`config.mk`:
```
export PLATFORM = sky130hd
export DESIGN_NAME = alu_regfile_seq_flat
export DESIGN_NICKNAME = d
export VERILOG_FILES = /design/src/rtl/alu_regfile_seq_pkg.sv /design/src/rtl/alu_regfile_seq_if.sv /design/src/rtl/alu_regfile_seq_regfile_8x4.sv /design/src/rtl/alu_regfile_seq.sv /design/src/flat_wrapper.sv
export SDC_FILE = /design/constraint.sdc
export NUM_CORES = 1
export LEC_CHECK = 0
export CORE_MARGIN = 2
export CORE_UTILIZATION = 30
export CTS_BUF_LIST = sky130_fd_sc_hd__clkbuf_4
export CTS_CLUSTER_DIAMETER = 150
export CTS_CLUSTER_SIZE = 20
export DETAILED_ROUTE_END_ITERATION = 6
export HOLD_SLACK_MARGIN = 0.12
export SYNTH_ARGS = -nofsm -noshare
export SYNTH_HDL_FRONTEND = slang
export SYNTH_SLANG_ARGS = --single-unit
```
`constraint.sdc`:
```
create_clock -name clk -period 1.45 [get_ports clk]
set_input_delay 0.29 -clock clk [delete_from_list [all_inputs] [get_ports clk]]
set_output_delay 0.29 -clock clk [all_outputs]
set_load 0.05 [all_outputs]
```
`src/rtl/alu_regfile_seq_pkg.sv`:
```
// Shared definitions for the operand/writeback stage around the 4-bit ALU:
// opcode constants, default widths and the sequencer state encoding.
package alu_regfile_seq_pkg;

  localparam int DATA_W_DEF   = 4;
  localparam int NUM_REGS_DEF = 8;
  localparam int ADDR_W_DEF   = 3;

  typedef logic [1:0] op_t;

  localparam op_t OP_ADD  = 2'b00;
  localparam op_t OP_SUB  = 2'b01;
  localparam op_t OP_NAND = 2'b10;
  localparam op_t OP_XOR  = 2'b11;

  typedef enum logic [1:0] {
    ST_IDLE = 2'b00,
    ST_EXEC = 2'b01,
    ST_WB   = 2'b10
  } state_t;

endpackage

```
`src/rtl/alu_regfile_seq_if.sv`:
```
// Instruction issue channel: valid/ready handshake plus the register-to-register
// instruction fields, which the upstream holds stable until accepted.
interface alu_regfile_seq_if
  import alu_regfile_seq_pkg::*;
#(
  parameter int ADDR_W = ADDR_W_DEF
) ();

  logic              instr_valid;
  logic              instr_ready;
  op_t               instr_op;
  logic [ADDR_W-1:0] instr_rd;
  logic [ADDR_W-1:0] instr_rs;
  logic [ADDR_W-1:0] instr_rt;

  modport master (
    output instr_valid, instr_op, instr_rd, instr_rs, instr_rt,
    input  instr_ready
  );

  modport slave (
    input  instr_valid, instr_op, instr_rd, instr_rs, instr_rt,
    output instr_ready
  );

endinterface

```
`src/rtl/alu_regfile_seq_regfile_8x4.sv`:
```
// Register file with one synchronous write port and NUM_RD combinational read
// ports; entry 0 is never written and every read of index 0 returns zero.
module regfile_8x4
  import alu_regfile_seq_pkg::*;
#(
  parameter int DATA_W   = DATA_W_DEF,
  parameter int NUM_REGS = NUM_REGS_DEF,
  parameter int ADDR_W   = ADDR_W_DEF,
  parameter int NUM_RD   = 3
) (
  input  logic                           clk,
  input  logic                           rst,
  input  logic                           we,
  input  logic [ADDR_W-1:0]              waddr,
  input  logic [DATA_W-1:0]              wdata,
  input  logic [NUM_RD-1:0][ADDR_W-1:0]  raddr,
  output logic [NUM_RD-1:0][DATA_W-1:0]  rdata
);

  logic [DATA_W-1:0] mem_reg [NUM_REGS];

  always_ff @(posedge clk) begin
    if (rst) begin
      for (int i = 0; i < NUM_REGS; i++) begin
        mem_reg[i] <= '0;
      end
    end else if (we && (waddr != '0)) begin
      mem_reg[waddr] <= wdata;
    end
  end

  generate
    for (genvar gi = 0; gi < NUM_RD; gi++) begin : g_rd
      assign rdata[gi] = (raddr[gi] == '0) ? '0 : mem_reg[raddr[gi]];
    end
  endgenerate

endmodule

```
`src/rtl/alu_regfile_seq.sv`:
```
// Operand/writeback sequencer for an external combinational ALU: reads operands
// at accept, captures the ALU result one cycle later, writes it back the next.
module alu_regfile_seq
  import alu_regfile_seq_pkg::*;
#(
  parameter int DATA_W   = DATA_W_DEF,
  parameter int NUM_REGS = NUM_REGS_DEF,
  parameter int ADDR_W   = ADDR_W_DEF
) (
  input  logic               clk,
  input  logic               rst,
  alu_regfile_seq_if.slave   instr_bus,
  output logic [DATA_W-1:0]  alu_in1,
  output logic [DATA_W-1:0]  alu_in2,
  output op_t                alu_opcode,
  input  logic [DATA_W-1:0]  alu_out,
  input  logic               alu_error,
  output logic               done,
  output logic [DATA_W-1:0]  done_result,
  output logic               ovfl_sticky,
  input  logic               clr_ovfl,
  input  logic               dbg_we,
  input  logic [ADDR_W-1:0]  dbg_addr,
  input  logic [DATA_W-1:0]  dbg_wdata,
  output logic [DATA_W-1:0]  dbg_rdata
);

  localparam int RD_RS  = 0;
  localparam int RD_RT  = 1;
  localparam int RD_DBG = 2;

  state_t            state_reg;
  logic [ADDR_W-1:0] rd_reg;
  logic [DATA_W-1:0] in1_reg;
  logic [DATA_W-1:0] in2_reg;
  op_t               opcode_reg;
  logic [DATA_W-1:0] res_reg;
  logic              err_reg;
  logic              done_reg;
  logic              ovfl_reg;

  logic                          accept;
  logic                          rf_we;
  logic [ADDR_W-1:0]             rf_waddr;
  logic [DATA_W-1:0]             rf_wdata;
  logic [2:0][ADDR_W-1:0]        rf_raddr;
  logic [2:0][DATA_W-1:0]        rf_rdata;

  assign instr_bus.instr_ready = (state_reg == ST_IDLE);
  assign accept = instr_bus.instr_valid && (state_reg == ST_IDLE);

  assign rf_raddr[RD_RS]  = instr_bus.instr_rs;
  assign rf_raddr[RD_RT]  = instr_bus.instr_rt;
  assign rf_raddr[RD_DBG] = dbg_addr;

  // Writeback owns the write port in WB; debug writes only get it in an idle
  // cycle with no accept, so the two sources never collide.
  always_comb begin
    rf_we    = 1'b0;
    rf_waddr = dbg_addr;
    rf_wdata = dbg_wdata;
    if (state_reg == ST_WB) begin
      rf_we    = 1'b1;
      rf_waddr = rd_reg;
      rf_wdata = res_reg;
    end else if ((state_reg == ST_IDLE) && !accept) begin
      rf_we = dbg_we;
    end
  end

  regfile_8x4 #(
    .DATA_W   (DATA_W),
    .NUM_REGS (NUM_REGS),
    .ADDR_W   (ADDR_W),
    .NUM_RD   (3)
  ) u_regfile (
    .clk   (clk),
    .rst   (rst),
    .we    (rf_we),
    .waddr (rf_waddr),
    .wdata (rf_wdata),
    .raddr (rf_raddr),
    .rdata (rf_rdata)
  );

  always_ff @(posedge clk) begin
    if (rst) begin
      state_reg  <= ST_IDLE;
      rd_reg     <= '0;
      in1_reg    <= '0;
      in2_reg    <= '0;
      opcode_reg <= OP_ADD;
      res_reg    <= '0;
      err_reg    <= 1'b0;
      done_reg   <= 1'b0;
      ovfl_reg   <= 1'b0;
    end else begin
      // A set from a committing overflow outranks a simultaneous clear.
      ovfl_reg <= (ovfl_reg & ~clr_ovfl) | ((state_reg == ST_WB) & err_reg);
      done_reg <= 1'b0;
      case (state_reg)
        ST_IDLE: begin
          if (accept) begin
            rd_reg     <= instr_bus.instr_rd;
            in1_reg    <= rf_rdata[RD_RS];
            in2_reg    <= rf_rdata[RD_RT];
            opcode_reg <= instr_bus.instr_op;
            state_reg  <= ST_EXEC;
          end
        end
        ST_EXEC: begin
          res_reg   <= alu_out;
          err_reg   <= alu_error;
          done_reg  <= 1'b1;
          state_reg <= ST_WB;
        end
        ST_WB: begin
          state_reg <= ST_IDLE;
        end
        default: begin
          state_reg <= ST_IDLE;
        end
      endcase
    end
  end

  assign alu_in1     = in1_reg;
  assign alu_in2     = in2_reg;
  assign alu_opcode  = opcode_reg;
  assign done        = done_reg;
  assign done_result = res_reg;
  assign ovfl_sticky = ovfl_reg;
  assign dbg_rdata   = rf_rdata[RD_DBG];

endmodule

```
`src/flat_wrapper.sv`:
```
// flat-port wrapper written by rule: the top's interface ports become plain ports
module alu_regfile_seq_flat import alu_regfile_seq_pkg::*;
#(
  parameter int DATA_W   = DATA_W_DEF,
  parameter int NUM_REGS = NUM_REGS_DEF,
  parameter int ADDR_W   = ADDR_W_DEF
)
  (clk, rst, alu_in1, alu_in2, alu_opcode, alu_out, alu_error, done, done_result, ovfl_sticky, clr_ovfl, dbg_we, dbg_addr, dbg_wdata, dbg_rdata, instr_bus_instr_valid, instr_bus_instr_op, instr_bus_instr_rd, instr_bus_instr_rs, instr_bus_instr_rt, instr_bus_instr_ready);
  alu_regfile_seq_if #(.ADDR_W(ADDR_W)) instr_bus_i ();
  input  logic clk;
  input  logic rst;
  output logic [DATA_W-1:0] alu_in1;
  output logic [DATA_W-1:0] alu_in2;
  output op_t alu_opcode;
  input  logic [DATA_W-1:0] alu_out;
  input  logic alu_error;
  output logic done;
  output logic [DATA_W-1:0] done_result;
  output logic ovfl_sticky;
  input  logic clr_ovfl;
  input  logic dbg_we;
  input  logic [ADDR_W-1:0] dbg_addr;
  input  logic [DATA_W-1:0] dbg_wdata;
  output logic [DATA_W-1:0] dbg_rdata;
  input wire logic [$bits(instr_bus_i.instr_valid)-1:0] instr_bus_instr_valid;
  input wire logic [$bits(instr_bus_i.instr_op)-1:0] instr_bus_instr_op;
  input wire logic [$bits(instr_bus_i.instr_rd)-1:0] instr_bus_instr_rd;
  input wire logic [$bits(instr_bus_i.instr_rs)-1:0] instr_bus_instr_rs;
  input wire logic [$bits(instr_bus_i.instr_rt)-1:0] instr_bus_instr_rt;
  output wire logic [$bits(instr_bus_i.instr_ready)-1:0] instr_bus_instr_ready;
  assign instr_bus_i.instr_valid = instr_bus_instr_valid;
  assign instr_bus_i.instr_op = instr_bus_instr_op;
  assign instr_bus_i.instr_rd = instr_bus_instr_rd;
  assign instr_bus_i.instr_rs = instr_bus_instr_rs;
  assign instr_bus_i.instr_rt = instr_bus_instr_rt;
  assign instr_bus_instr_ready = instr_bus_i.instr_ready;
  alu_regfile_seq #(.DATA_W(DATA_W), .NUM_REGS(NUM_REGS), .ADDR_W(ADDR_W)) u_core (.clk(clk), .rst(rst), .instr_bus(instr_bus_i), .alu_in1(alu_in1), .alu_in2(alu_in2), .alu_opcode(alu_opcode), .alu_out(alu_out), .alu_error(alu_error), .done(done), .done_result(done_result), .ovfl_sticky(ovfl_sticky), .clr_ovfl(clr_ovfl), .dbg_we(dbg_we), .dbg_addr(dbg_addr), .dbg_wdata(dbg_wdata), .dbg_rdata(dbg_rdata));
endmodule
```
==> metrics.txt <==
H-tree Lvls 2; Buffers & Inverters on Critical Path 1; f_max 512 MHz; WHS about 0.44 ns; DRC violations left 0; max reg flops 28; Avg WL per Cell ~16 um; Net Sw Power 1.02 mW; worst slew pin tran 0.303 ns; Pre-antenna DRT Iters 4; critical-path cell list mux2_4, a221oi_2, nor2_1, buf_6; Post-synth EDFFs 28; final instance area 0.00436 mm^2; die area about 0.010 mm^2; # setup viols final 58; Post-Route Skew between 0.02 and 0.025 ns; Avg Vias per Cell 4.83; Slew headroom around four fifths; CP Capture Type output port; CP max-delay cell edfxtp_1; via count 2224; placed cell areas a little under 0.004 mm^2; Max VDD drop 348 uV; RSZ-0062 raised after global routing true; Seq pwr share 47.0%; Mapped Cells 250; initial core utilization 30.5%; global route total overflow 0; crit path time final between 1.5 and 2 ns; gpl congestion 0.888; crit share post-route 135%; cell family with most CP delay flip-flops; Clk network pwr share 24.8%; DIE HEIGHT approximately 100 um; core area 0.00911 mm^2; worst-path fanout max 3; outcome complete, but fails checks; Num CTS Buffers 5; PortBufs 48; initial DRC count 60; failing checks setup timing; register clock-pin slew on the reported worst setup and hold paths 0.17 ns; final WL 7.30 mm; worst hold path type in -> reg; Seq cells post-synth 50; TritonCTS clock tree done; Switching Fraction 29.4%; Detail Placement HPWL 5.55 mm; Clock Sinks 50; total track usage 15.0%; Async S/R FF share, synth 0%; Seq/Total Area, Yosys 46.1%; power density over the cells about 800 mW/mm^2; kind of critical path reg -> out; Rows 35; Logic pwr share between 20% and 30%; first-pass GRT wire length 11.7 mm; startpoint types flop; mapped cell area 0.00278 mm^2; CP max stage delay ~0.50 ns; Diodes inserted 0; final setup margin -0.505 ns; nets 376; max_cap viols 0; Skew-Pair Late Insertion Delay 0.39 ns; final slew viol count 0; largest net degree at the start of global routing 30; leakage ~1.7 nW; post-synth cell types 43; I/O Pins 49; Die Wd between 100 and 150 um; Final Util 47.9%; Syn-to-layout area delta 57.0%; Internal roughly 2.5 mW; layout cells sized above 1 a little under half; Syn Nets 278; number of global-route vias before repair 2295; setup slack, reg-to-reg -0.13 ns; ANT nets after route 0; Max Root-Sink Buffers 2; WP data required between 1 and 1.5 ns; root buf cell clkbuf_4; synth warn 0; total count of hold-check failures in the final report 0; Synth Area per Inst 11.1 um^2; top_reg_cell synth edfxtp_1; antenna violations before repair 0; CP Data Arrival Time about 1.7 ns
-- metal layers --
layer  global-route usage [%]  wire (um)
met5                        0          0
met4                     4.95        148
met3                     2.65        254
met2                     26.4       3910
met1                     18.6       2980
-- final timing paths --
kind,start,endpoint,depth (start not counted)
hold reg to reg,u_core.err_reg,u_core.ovfl_sticky,2
hold / removal,instr_bus_instr_rd[0],u_core.rd_reg[0],3
setup reg to reg,u_core.state_reg[0],u_core.u_regfile.mem_reg[4][3],4
setup / recovery,u_core.u_regfile.mem_reg[3][0],dbg_rdata[0],4
-- layout by cell type, fill, tap and decap left out, types with 13 or more instances in the layout --
master	n
buf_4	50
nor2_1	30
edfxtp_1	28
clkdlybuf4s50_1	22
mux2i_1	21
buf_12	19
nand2_1	18
dfxtp_1	18
buf_6	16
nor2_2	13
-- power by group through the flow --
| stage | Clock, mW | Combinational, mW | Sequential (mW) |
|---|---|---|---|
| 5_1_grt | 0.929 | 1.04 | 1.65 |
| 4_1_cts | 0.870 | 0.952 | 1.64 |
| 3_3_place_gp | 0 | 0.891 | 1.67 |
| 3_5_place_dp | 0 | 0.899 | 1.67 |
| 6_report | 0.865 | 0.979 | 1.64 |
| 2_1_floorplan | 0 | 0.435 | 1.73 |
-- cell usage after synthesis, types with 2 or more instances --
cell type,instances,area [um^2]
nand3_2,7,70.1
nor2_1,50,188
nand2b_1,10,62.6
buf_4,6,45.0
a221o_1,2,20.0
nand3b_1,3,22.5
mux4_2,10,225
edfxtp_1,28,841
nor4bb_1,2,20.0
mux2i_1,21,210
o21ai_1,2,10.0
o21ai_0,2,10.0
mux2_1,2,22.5
buf_2,7,35.0
clkbuf_1,3,11.3
a21oi_1,10,50.1
a31o_2,3,26.3
nand2_1,18,67.6
nor2b_1,6,37.5
inv_1,3,11.3
a211oi_1,4,30.0
buf_6,4,45.0
mux2_2,3,33.8
a221oi_1,4,35.0
dfxtp_1,22,440
-- worst min-delay path, stage by stage --
cell	delay, ns
clkdlybuf4s50_1	0.40
nand2_1	0.06
a21oi_1	0.05
-- layout make-up --
cell class,count,area [um^2]
Fill cell,824,4750
Multi-Input combinational cell,176,1630
Sequential cell,50,1290
Timing Repair Buffer,112,1200
Tap cell,111,139
Clock buffer,6,45.0
Clock inverter,2,37.5
Inverter,3,11.3
-- stage by stage --
| step | TNS, ns | setup slack, ns | power [mW] | std cells |
|---|---|---|---|---|
| final | -4.95 | -0.505 | 3.48 | 460 |
| after global routing | -8.26 | -0.581 | 3.62 | 460 |
| after CTS | -2.82 | -0.513 | 3.46 | 460 |
| after detailed placement | -28.35 | -0.651 | 2.57 | 448 |
| after global placement | -26.83 | -0.648 | 2.56 | 448 |
| after floorplan | -2.09 | -0.0750 | 2.17 | 250 |
-- what timing repair did --
item / in CTS / in global routing
buffers inserted: 8 / 4
hold buffers: 0 / 0
setup endpoints to repair: 59 / 60
cloned: 0 / 0
pin swaps: 20 / 31
gates resized for setup: 35 / 40
-- cells by family (layout without fill, tap and decap cells) --
| group | count (synthesis) | in the layout | synth area share (%) |
|---|---|---|---|
| compound gates | 34 | 34 | 8.96 |
| buf+inv | 24 | 123 | 5.45 |
| flops | 50 | 50 | 46.1 |
| mux | 40 | 40 | 20.5 |
| simple gates | 102 | 102 | 19.0 |
Note: power is estimated with default switching activity, not from simulation.
